## src/rtl/fifo_read_ctrl.sv

```systemverilog
// ---------------------------------------------------------------------------
// fifo_read_ctrl
//
// Read side of an asynchronous 16-entry FIFO. It synchronizes the writer's
// Gray pointer and keeps the read pointer. It also drives the memory read
// address and holds one registered output word with a valid/ready handshake.
//
// Ports:
//   clk        rising-edge clock for all state
//   reset      asynchronous, active-low reset (0 = reset asserted)
//   wptr_gray  [4:0] writer pointer, Gray-coded (bit 4 = wrap bit)
//   read_data  [7:0] combinational memory output for raddr
//   raddr      [3:0] memory read address (= rptr_bin[3:0])
//   rptr_gray  [4:0] registered Gray read pointer, returned to the writer
//   empty      no unread word in memory (the output register is not counted)
//   rd_data    [7:0] registered output word
//   rd_valid   rd_data holds a valid word
//   rd_ready   consumer accepts rd_data
//   rd_level   [4:0] registered memory fill level (only with FIFO_RD_LEVEL_EN)
//
// Configuration macro: FIFO_RD_LEVEL_EN adds the rd_level output.
//
// Handshake: a word moves to the consumer on every clk edge where
// rd_valid && rd_ready. While rd_valid is high and rd_ready is low, rd_data
// and rd_valid are frozen. rd_valid never drops unless the word was taken.
// ---------------------------------------------------------------------------
module fifo_read_ctrl (
    input  logic       clk,
    input  logic       reset,
    input  logic [4:0] wptr_gray,
    input  logic [7:0] read_data,
    output logic [3:0] raddr,
    output logic [4:0] rptr_gray,
    output logic       empty,
    output logic [7:0] rd_data,
    output logic       rd_valid,
    input  logic       rd_ready
`ifdef FIFO_RD_LEVEL_EN
    ,
    output logic [4:0] rd_level
`endif
);

    logic [4:0] wq1;
    logic [4:0] wq2;
    logic [4:0] rptr_bin;
    logic [4:0] rptr_bin_next;
    logic       load;

    // empty compares registered values only, so it is glitch-free. The reader
    // can never step past the synchronized write pointer.
    always_comb begin
        empty         = (rptr_gray == wq2);
        load          = !empty && (!rd_valid || rd_ready);
        rptr_bin_next = rptr_bin + 5'd1;
    end

    assign raddr = rptr_bin[3:0];

    // Two-flop synchronizer for the writer's Gray pointer. Only one bit of a
    // Gray pointer changes per increment, so any sampled value is coherent.
    always_ff @(posedge clk or negedge reset) begin
        if (!reset) begin
            wq1 <= 5'd0;
            wq2 <= 5'd0;
        end else begin
            wq1 <= wptr_gray;
            wq2 <= wq1;
        end
    end

    // Binary and Gray pointers advance together, so rptr_gray stays registered.
    always_ff @(posedge clk or negedge reset) begin
        if (!reset) begin
            rptr_bin  <= 5'd0;
            rptr_gray <= 5'd0;
            rd_data   <= 8'h00;
            rd_valid  <= 1'b0;
        end else if (load) begin
            rd_data   <= read_data;
            rd_valid  <= 1'b1;
            rptr_bin  <= rptr_bin_next;
            rptr_gray <= rptr_bin_next ^ (rptr_bin_next >> 1);
        end else if (rd_valid && rd_ready) begin
            // Word taken and nothing behind it: rd_data keeps its last value.
            rd_valid  <= 1'b0;
        end
    end

`ifdef FIFO_RD_LEVEL_EN
    function automatic logic [4:0] gray2bin(input logic [4:0] g);
        logic [4:0] b;
        b[4] = g[4];
        for (int i = 3; i >= 0; i--) begin
            b[i] = b[i+1] ^ g[i];
        end
        return b;
    endfunction

    // Modulo-32 difference of two 5-bit pointers. It spans 0..16 because the
    // writer never gets more than 16 entries ahead.
    always_ff @(posedge clk or negedge reset) begin
        if (!reset) begin
            rd_level <= 5'd0;
        end else begin
            rd_level <= gray2bin(wq2) - rptr_bin;
        end
    end
`endif

endmodule

```

## config.mk

```make
export PLATFORM = sky130hd
export DESIGN_NAME = fifo_read_ctrl
export DESIGN_NICKNAME = d
export VERILOG_FILES = /design/src/rtl/fifo_read_ctrl.sv
export SDC_FILE = /design/constraint.sdc
export NUM_CORES = 1
export LEC_CHECK = 0
export ABC_CLOCK_PERIOD_IN_PS = 2090
export CAP_MARGIN = 20
export CELL_PAD_IN_SITES_DETAIL_PLACEMENT = 1
export CELL_PAD_IN_SITES_GLOBAL_PLACEMENT = 1
export CORE_AREA = 2 2 68 76
export DETAILED_ROUTE_END_ITERATION = 12
export DIE_AREA = 0 0 70 78
export GPL_TIMING_DRIVEN = 0
export PLACE_DENSITY_LB_ADDON = 0.1
export SYNTH_ARGS = -nofsm -noshare
export SYNTH_HDL_FRONTEND = slang
export SYNTH_SLANG_ARGS = --single-unit
```

## constraint.sdc

```tcl
create_clock -name clk -period 2.09 [get_ports clk]
set_input_delay 0.5225 -clock clk [delete_from_list [all_inputs] [get_ports clk]]
set_output_delay 0.5225 -clock clk [all_outputs]
set_load 0.005 [all_outputs]
```

==> results.sh, run 1 <==
export IMPL_drive_above_1_share=0.205
export IMPL_rsz0062_at_grt="no"
export IMPL_setup_viol=0
export IMPL_final_antenna_net_count=0
export IMPL_max_freq_mhz=515
export IMPL_clk_path_buf_depth=2
export IMPL_dp_cells=171
export IMPL_met1_length_um=927
export IMPL_synth_top_cell_by_area="dfrtp_1"
export IMPL_wl_um=2220
export IMPL_area_delta_synth_final_pct=46.6
export IMPL_tritoncts="done"
export IMPL_yosys_warnings=0
export IMPL_multiInputGateArea_um2=407
export IMPL_viasPerCell=4.10
export IMPL_top_layer="met4"
export IMPL_fillers=487
export IMPL_hold_class="flop to flop"
export IMPL_diodes=0
export IMPL_synth_compound_area_frac=0.0241
export IMPL_cp_max_fo=2
export IMPL_path_class="flop to primary output"
export IMPL_p_per_area_nw_per_um2=1330
export IMPL_leakagePower_nw=0.709
export IMPL_r2r_slack_ns=0.27
export IMPL_synthTopCellsByArea="dfrtp_1, mux2_4, xnor2_1"
export IMPL_cp_top_family="flip-flops"
export IMPL_drt_initial_drc_count=40
export IMPL_yosys_area_share_simple=0.0733
export IMPL_cp_endpoint="empty"
export IMPL_cts_root_buf="clkbuf_8"
export IMPL_floorplan_initialDensity=0.248
export IMPL_postSynthRegisterBits=28
export IMPL_drc=0
export IMPL_wl_per_cell_um=12.5
export IMPL_die_area_um2=5460
export IMPL_route_met3_wl_um=137
export IMPL_grt_pass1_wl_um=3840
export IMPL_slew_headroom=0.650
export IMPL_track_usage=0.0886
export IMPL_dpl_worst_slack_ns=0.00590
export IMPL_rr_worst_depth=7
export IMPL_wl_met2_um=1140
export IMPL_syn_num_nets=97
export IMPL_fp_coreArea_um2=4620
export IMPL_crit_required_ns=1.57
export IMPL_muxShareOfSynthArea=0.138
export IMPL_seq_area_um2=701
export IMPL_synth_adder_area_share=0.0109
export IMPL_synth_distinct_cells=22
export IMPL_synth_top_area_share=0.613
export IMPL_synth_xor_area_share=0.107
export IMPL_gp_congestion=0.701
export IMPL_r2r_start="rptr_gray[0]"
export IMPL_fin_cells=178
export IMPL_min_period_ns=1.94
export IMPL_num_vias=729
export IMPL_crit_chain="xnor2_1 > nand4_1 > nor2_2 > dlygate4sd2_1"
export IMPL_drtPass1Iterations=2
export IMPL_slowest_delay_ns=0.41
export IMPL_die_h_um=78
export IMPL_grt_overflow_total=0
export IMPL_crit_slowest_cell="dfrtp_1"
export IMPL_cp_startpoint="rptr_gray[0]"
export IMPL_cts_sinks=28
export IMPL_synth_top_family_by_area="multiplexers"
export IMPL_status="completed"
export IMPL_path_buf_inv=1
export IMPL_fin_crit_sh=0.929
export IMPL_final_core_util=0.363
export IMPL_ys_seq_area_frac=0.613
export IMPL_hold_viol=0
export IMPL_layout_setup_ws_ns=0.149
export IMPL_io_pins=35
export IMPL_rows=26
export IMPL_power_mw=2.23
export IMPL_maxSlewViolCount=0
export IMPL_end_kind="primary output"
export IMPL_grt_max_degree=21
export IMPL_worstMarginPinSlew_ns=0.523
export IMPL_synthCells=80
export IMPL_grt_pass1_vias=809
export IMPL_worst_r2r_endpoint="rd_data[5]"
export IMPL_ir_drop_v=0.000453
export IMPL_dp_hpwl_um=1670
export IMPL_antenna_found_initial=0
export IMPL_cts_reportedPaths_clkPinSlew_ns=0.09
export IMPL_htree_num_levels=1
export IMPL_arrival_ns=1.42
export IMPL_port_buffer_count=34
export IMPL_start_kind="flop"
export IMPL_nets=140
export IMPL_avgSynthCellArea_um2=14.3
export IMPL_skew_ns=0.00280
export IMPL_crit_cells=4
export IMPL_synth_area_um2=1140
export IMPL_cts_made_buffers=3
export IMPL_insertion_delay_ns=0.27
export IMPL_max_cap_violations=0
export IMPL_die_x_um=70
## worst min path at each step
| stage | from | to | slack [ns] | cells past startpoint |
|---|---|---|---|---|
| 6_report | wq1[1] | wq2[1] | 0.36 | 0 |
| 5_1_grt | wq1[0] | wq2[0] | 0.37 | 0 |
| 4_1_cts | wq1[1] | wq2[1] | 0.36 | 0 |
| 3_5_place_dp | wq1[1] | wq2[1] | 0.34 | 0 |
| 3_3_place_gp | wq1[3] | wq2[3] | 0.33 | 0 |
| 2_1_floorplan | reset | rd_data[0] | 0.23 | 0 |
## per-stage QoR
stage	area (um2)	setup TNS (ns)	hold WS (ns)
after floorplan	1140	0	0.227
after global placement	1550	-0.00496	0.334
after detailed placement	1580	0	0.336
after CTS	1680	0	0.360
after global routing	1680	0	0.372
final	1680	0	0.357
## flip-flops by register name, summed over array words and instances (netlist names)
| register | flops |
|---|---|
| rptr_gray | 5 |
| rptr_bin | 4 |
| rd_data | 8 |
| rd_valid | 1 |
| wq2 | 5 |
| wq1 | 5 |
## power breakdown
part | leakage, nW | internal (mW) | switching (mW)
logic | 0.348 | 0.650 | 0.354
registers | 0.324 | 0.682 | 0.125
clock network | 0.0357 | 0.256 | 0.168
## final cells by class
type                            count  area share
Sequential cell                    28       0.418
Multi-Input combinational cell     48       0.243
Timing Repair Buffer               38       0.232
Tap cell                           56      0.0418
Clock buffer                        3      0.0246
Buffer                              3      0.0209
Clock inverter                      1      0.0179
Inverter                            1     0.00224
## cells by family after synthesis
kind of cell / count (synthesis)
flops: 28
fa+ha+maj: 1
compound gates: 4
buf+inv: 4
xor+xnor: 14
mux: 12
simple gates: 17
## Yosys cell counts
master	instances
nor2b_1	1
a22oi_1	1
xnor2_1	10
nand3_1	1
nor3_1	1
xor2_1	4
clkbuf_1	1
o31ai_1	1
mux2_2	6
mux2_4	6
o21a_1	1
or3b_2	1
buf_6	1
nand2_1	7
inv_1	1
nor2_1	3
ha_1	1
nand4_1	2
a21oi_1	1
buf_12	1
or2b_2	1
dfrtp_1	28
## what timing repair did
action | 4_1_cts | 5_1_grt
setup endpoints to repair | 1 | 0
hold buffers | 0 | 0
setup buffers | 3 | 0
gates resized for setup | 2 | 0
## cells in the final DEF (no fill, tap or decap), types with 2 or more instances in the layout
master	count
clkdlybuf4s50_1	33
dfrtp_1	28
xnor2_1	10
nand2_1	7
mux2_4	6
mux2_2	6
xor2_1	4
clkbuf_8	3
buf_4	3
nand4_1	2
nor2_1	2
## per-layer routing
layer / track usage / vias up
met5: 0 / -
met4: 0.0346 / 0
met3: 0.0273 / 2
met2: 0.148 / 19
met1: 0.107 / 359
li1: - / 349
No activity file was read; power rests on OpenSTA's default activity.
==> inputs of run 2 (changes only) <==
--- a/config.mk
+++ b/config.mk
@@ -7,13 +7,10 @@
 export LEC_CHECK = 0
 export ABC_CLOCK_PERIOD_IN_PS = 2090
 export CAP_MARGIN = 20
-export CELL_PAD_IN_SITES_DETAIL_PLACEMENT = 1
-export CELL_PAD_IN_SITES_GLOBAL_PLACEMENT = 1
 export CORE_AREA = 2 2 68 76
 export DETAILED_ROUTE_END_ITERATION = 12
 export DIE_AREA = 0 0 70 78
 export GPL_TIMING_DRIVEN = 0
-export PLACE_DENSITY_LB_ADDON = 0.1
 export SYNTH_ARGS = -nofsm -noshare
 export SYNTH_HDL_FRONTEND = slang
 export SYNTH_SLANG_ARGS = --single-unit
==> results.sh, run 2 (synthesized netlist as in run 1, its figures left out) <==
export IMPL_floorplan_initialDensity=0.248
export IMPL_cts_hold_fix_buffers=0
export IMPL_worstHoldStart="wq1[3]"
export IMPL_cts_made_buffers=3
export IMPL_seq_area_um2=701
export IMPL_cts_root_buf="clkbuf_8"
export IMPL_multiInputGateArea_um2=407
export IMPL_die_h_um=78
export IMPL_arrival_ns=1.40
export IMPL_fp_coreArea_um2=4620
export IMPL_worstMarginPinSlew_ns=0.693
export IMPL_insertion_delay_ns=0.27
export IMPL_grt_overflow_total=0
export IMPL_slew_headroom=0.536
export IMPL_cp_startpoint="rptr_gray[0]"
export IMPL_wl_per_cell_um=12.2
export IMPL_hold_viol=0
export IMPL_port_buffer_count=34
export IMPL_rows=26
export IMPL_area_delta_synth_final_pct=45.2
export IMPL_slowest_delay_ns=0.41
export IMPL_final_common_cell="clkdlybuf4s50_1"
export IMPL_start_kind="flop"
export IMPL_final_core_util=0.359
export IMPL_tritoncts="done"
export IMPL_wl_um=2180
export IMPL_r2r_start="rptr_gray[0]"
export IMPL_path_class="flop to primary output"
export IMPL_fin_tns_setup_ns=0
export IMPL_hold_class="flop to flop"
export IMPL_skew_ns=0.00267
export IMPL_drtPass1Iterations=4
export IMPL_cts_sinks=28
export IMPL_layout_common_cells="clkdlybuf4s50_1, dfrtp_1, xnor2_1"
export IMPL_fillers=454
export IMPL_gp_congestion=0.683
export IMPL_leakagePower_nw=0.702
export IMPL_antenna_found_initial=0
export IMPL_status="completed"
export IMPL_path_buf_inv=1
export IMPL_maxSlewViolCount=0
export IMPL_clk_path_buf_depth=2
export IMPL_ir_drop_v=0.000462
export IMPL_dp_hpwl_um=1650
export IMPL_crit_required_ns=1.57
export IMPL_max_cap_violations=0
export IMPL_drive_above_1_share=0.205
export IMPL_final_antenna_net_count=0
export IMPL_fin_crit_sh=0.918
export IMPL_diodes=0
export IMPL_die_x_um=70
export IMPL_largest_reg_flops=8
export IMPL_placed_area_um2=1580
export IMPL_p_per_area_nw_per_um2=1290
export IMPL_grt_pass1_vias=796
export IMPL_nets=140
export IMPL_cts_reportedPaths_clkPinSlew_ns=0.09
export IMPL_die_area_um2=5460
export IMPL_end_kind="primary output"
export IMPL_min_period_ns=1.92
export IMPL_track_usage=0.0849
export IMPL_grt_max_degree=17
export IMPL_viasPerCell=4.13
export IMPL_grt_pass1_wl_um=3640
export IMPL_max_freq_mhz=521
export IMPL_top_register="rd_data"
export IMPL_rsz0062_at_grt="no"
export IMPL_crit_slowest_cell="dfrtp_1"
export IMPL_num_vias=736
export IMPL_setup_viol=0
export IMPL_cp_max_fo=2
export IMPL_cp_top_family="flip-flops"
export IMPL_drc=0
export IMPL_stdcell_area_um2=1660
export IMPL_crit_chain="xnor2_1 > nand4_1 > nor2_2 > dlygate4sd2_1"
export IMPL_drt_initial_drc_count=3
export IMPL_htree_num_levels=1
export IMPL_io_pins=35
[run 2: power breakdown]
part	internal [mW]	switching, mW	leakage (nW)
logic	0.650	0.359	0.348
clock network	0.169	0.162	0.0288
registers	0.683	0.126	0.324
[run 2: stage by stage]
stage          setup WS, ns  hold WS [ns]  instances  power [mW]
6_report              0.172         0.356        178        2.15
5_1_grt              0.0723         0.366        178        2.30
4_1_cts               0.141         0.360        178        2.18
3_5_place_dp        0.00832         0.338        171        1.81
3_3_place_gp         0.0138         0.333        170        1.78
2_1_floorplan         0.482         0.227         80        1.40
[run 2: final cells by class]
cell class | instances | area share
repair buffers | 38 | 0.234
plain buffers | 3 | 0.0211
well taps | 56 | 0.0422
multi-input cells | 48 | 0.245
flip-flops and latches | 28 | 0.422
inverters | 1 | 0.00226
clock buffers | 4 | 0.0332
[run 2: worst paths after layout]
kind                         endpoint  slack [ns]  depth (start not counted)
min in group asynchronous  rd_data[0]        0.66                          1
min reg2reg                    wq2[3]        0.36                          0
max                             empty        0.17                          4
max reg2reg                rd_data[5]        0.29                          7
min                            wq2[3]        0.36                          0
max in group asynchronous      wq1[4]        0.91                          2
[run 2: repair_timing]
item | in CTS | in global routing
setup endpoints to repair | 1 | 0
setup buffers | 3 | 0
gates resized for setup | 2 | 0
[run 2: worst register-to-register path, delay by kind of cell, from the launching register on]
kind | cells | cell delay, ns
simple gates | 1 | 0.16
xor+xnor | 1 | 0.18
compound gates | 1 | 0.18
buf+inv | 3 | 0.47
mux | 1 | 0.29
flops | 1 | 0.41
[run 2: per-layer routing]
| metal | vias to the layer above | part of all wire | track usage |
|---|---|---|---|
| li1 | 348 | - | - |
| met1 | 357 | 0.42 | 0.101 |
| met2 | 28 | 0.50 | 0.144 |
| met3 | 3 | 0.066 | 0.0273 |
| met4 | 0 | 0.011 | 0.0288 |
| met5 | - | 0 | 0 |
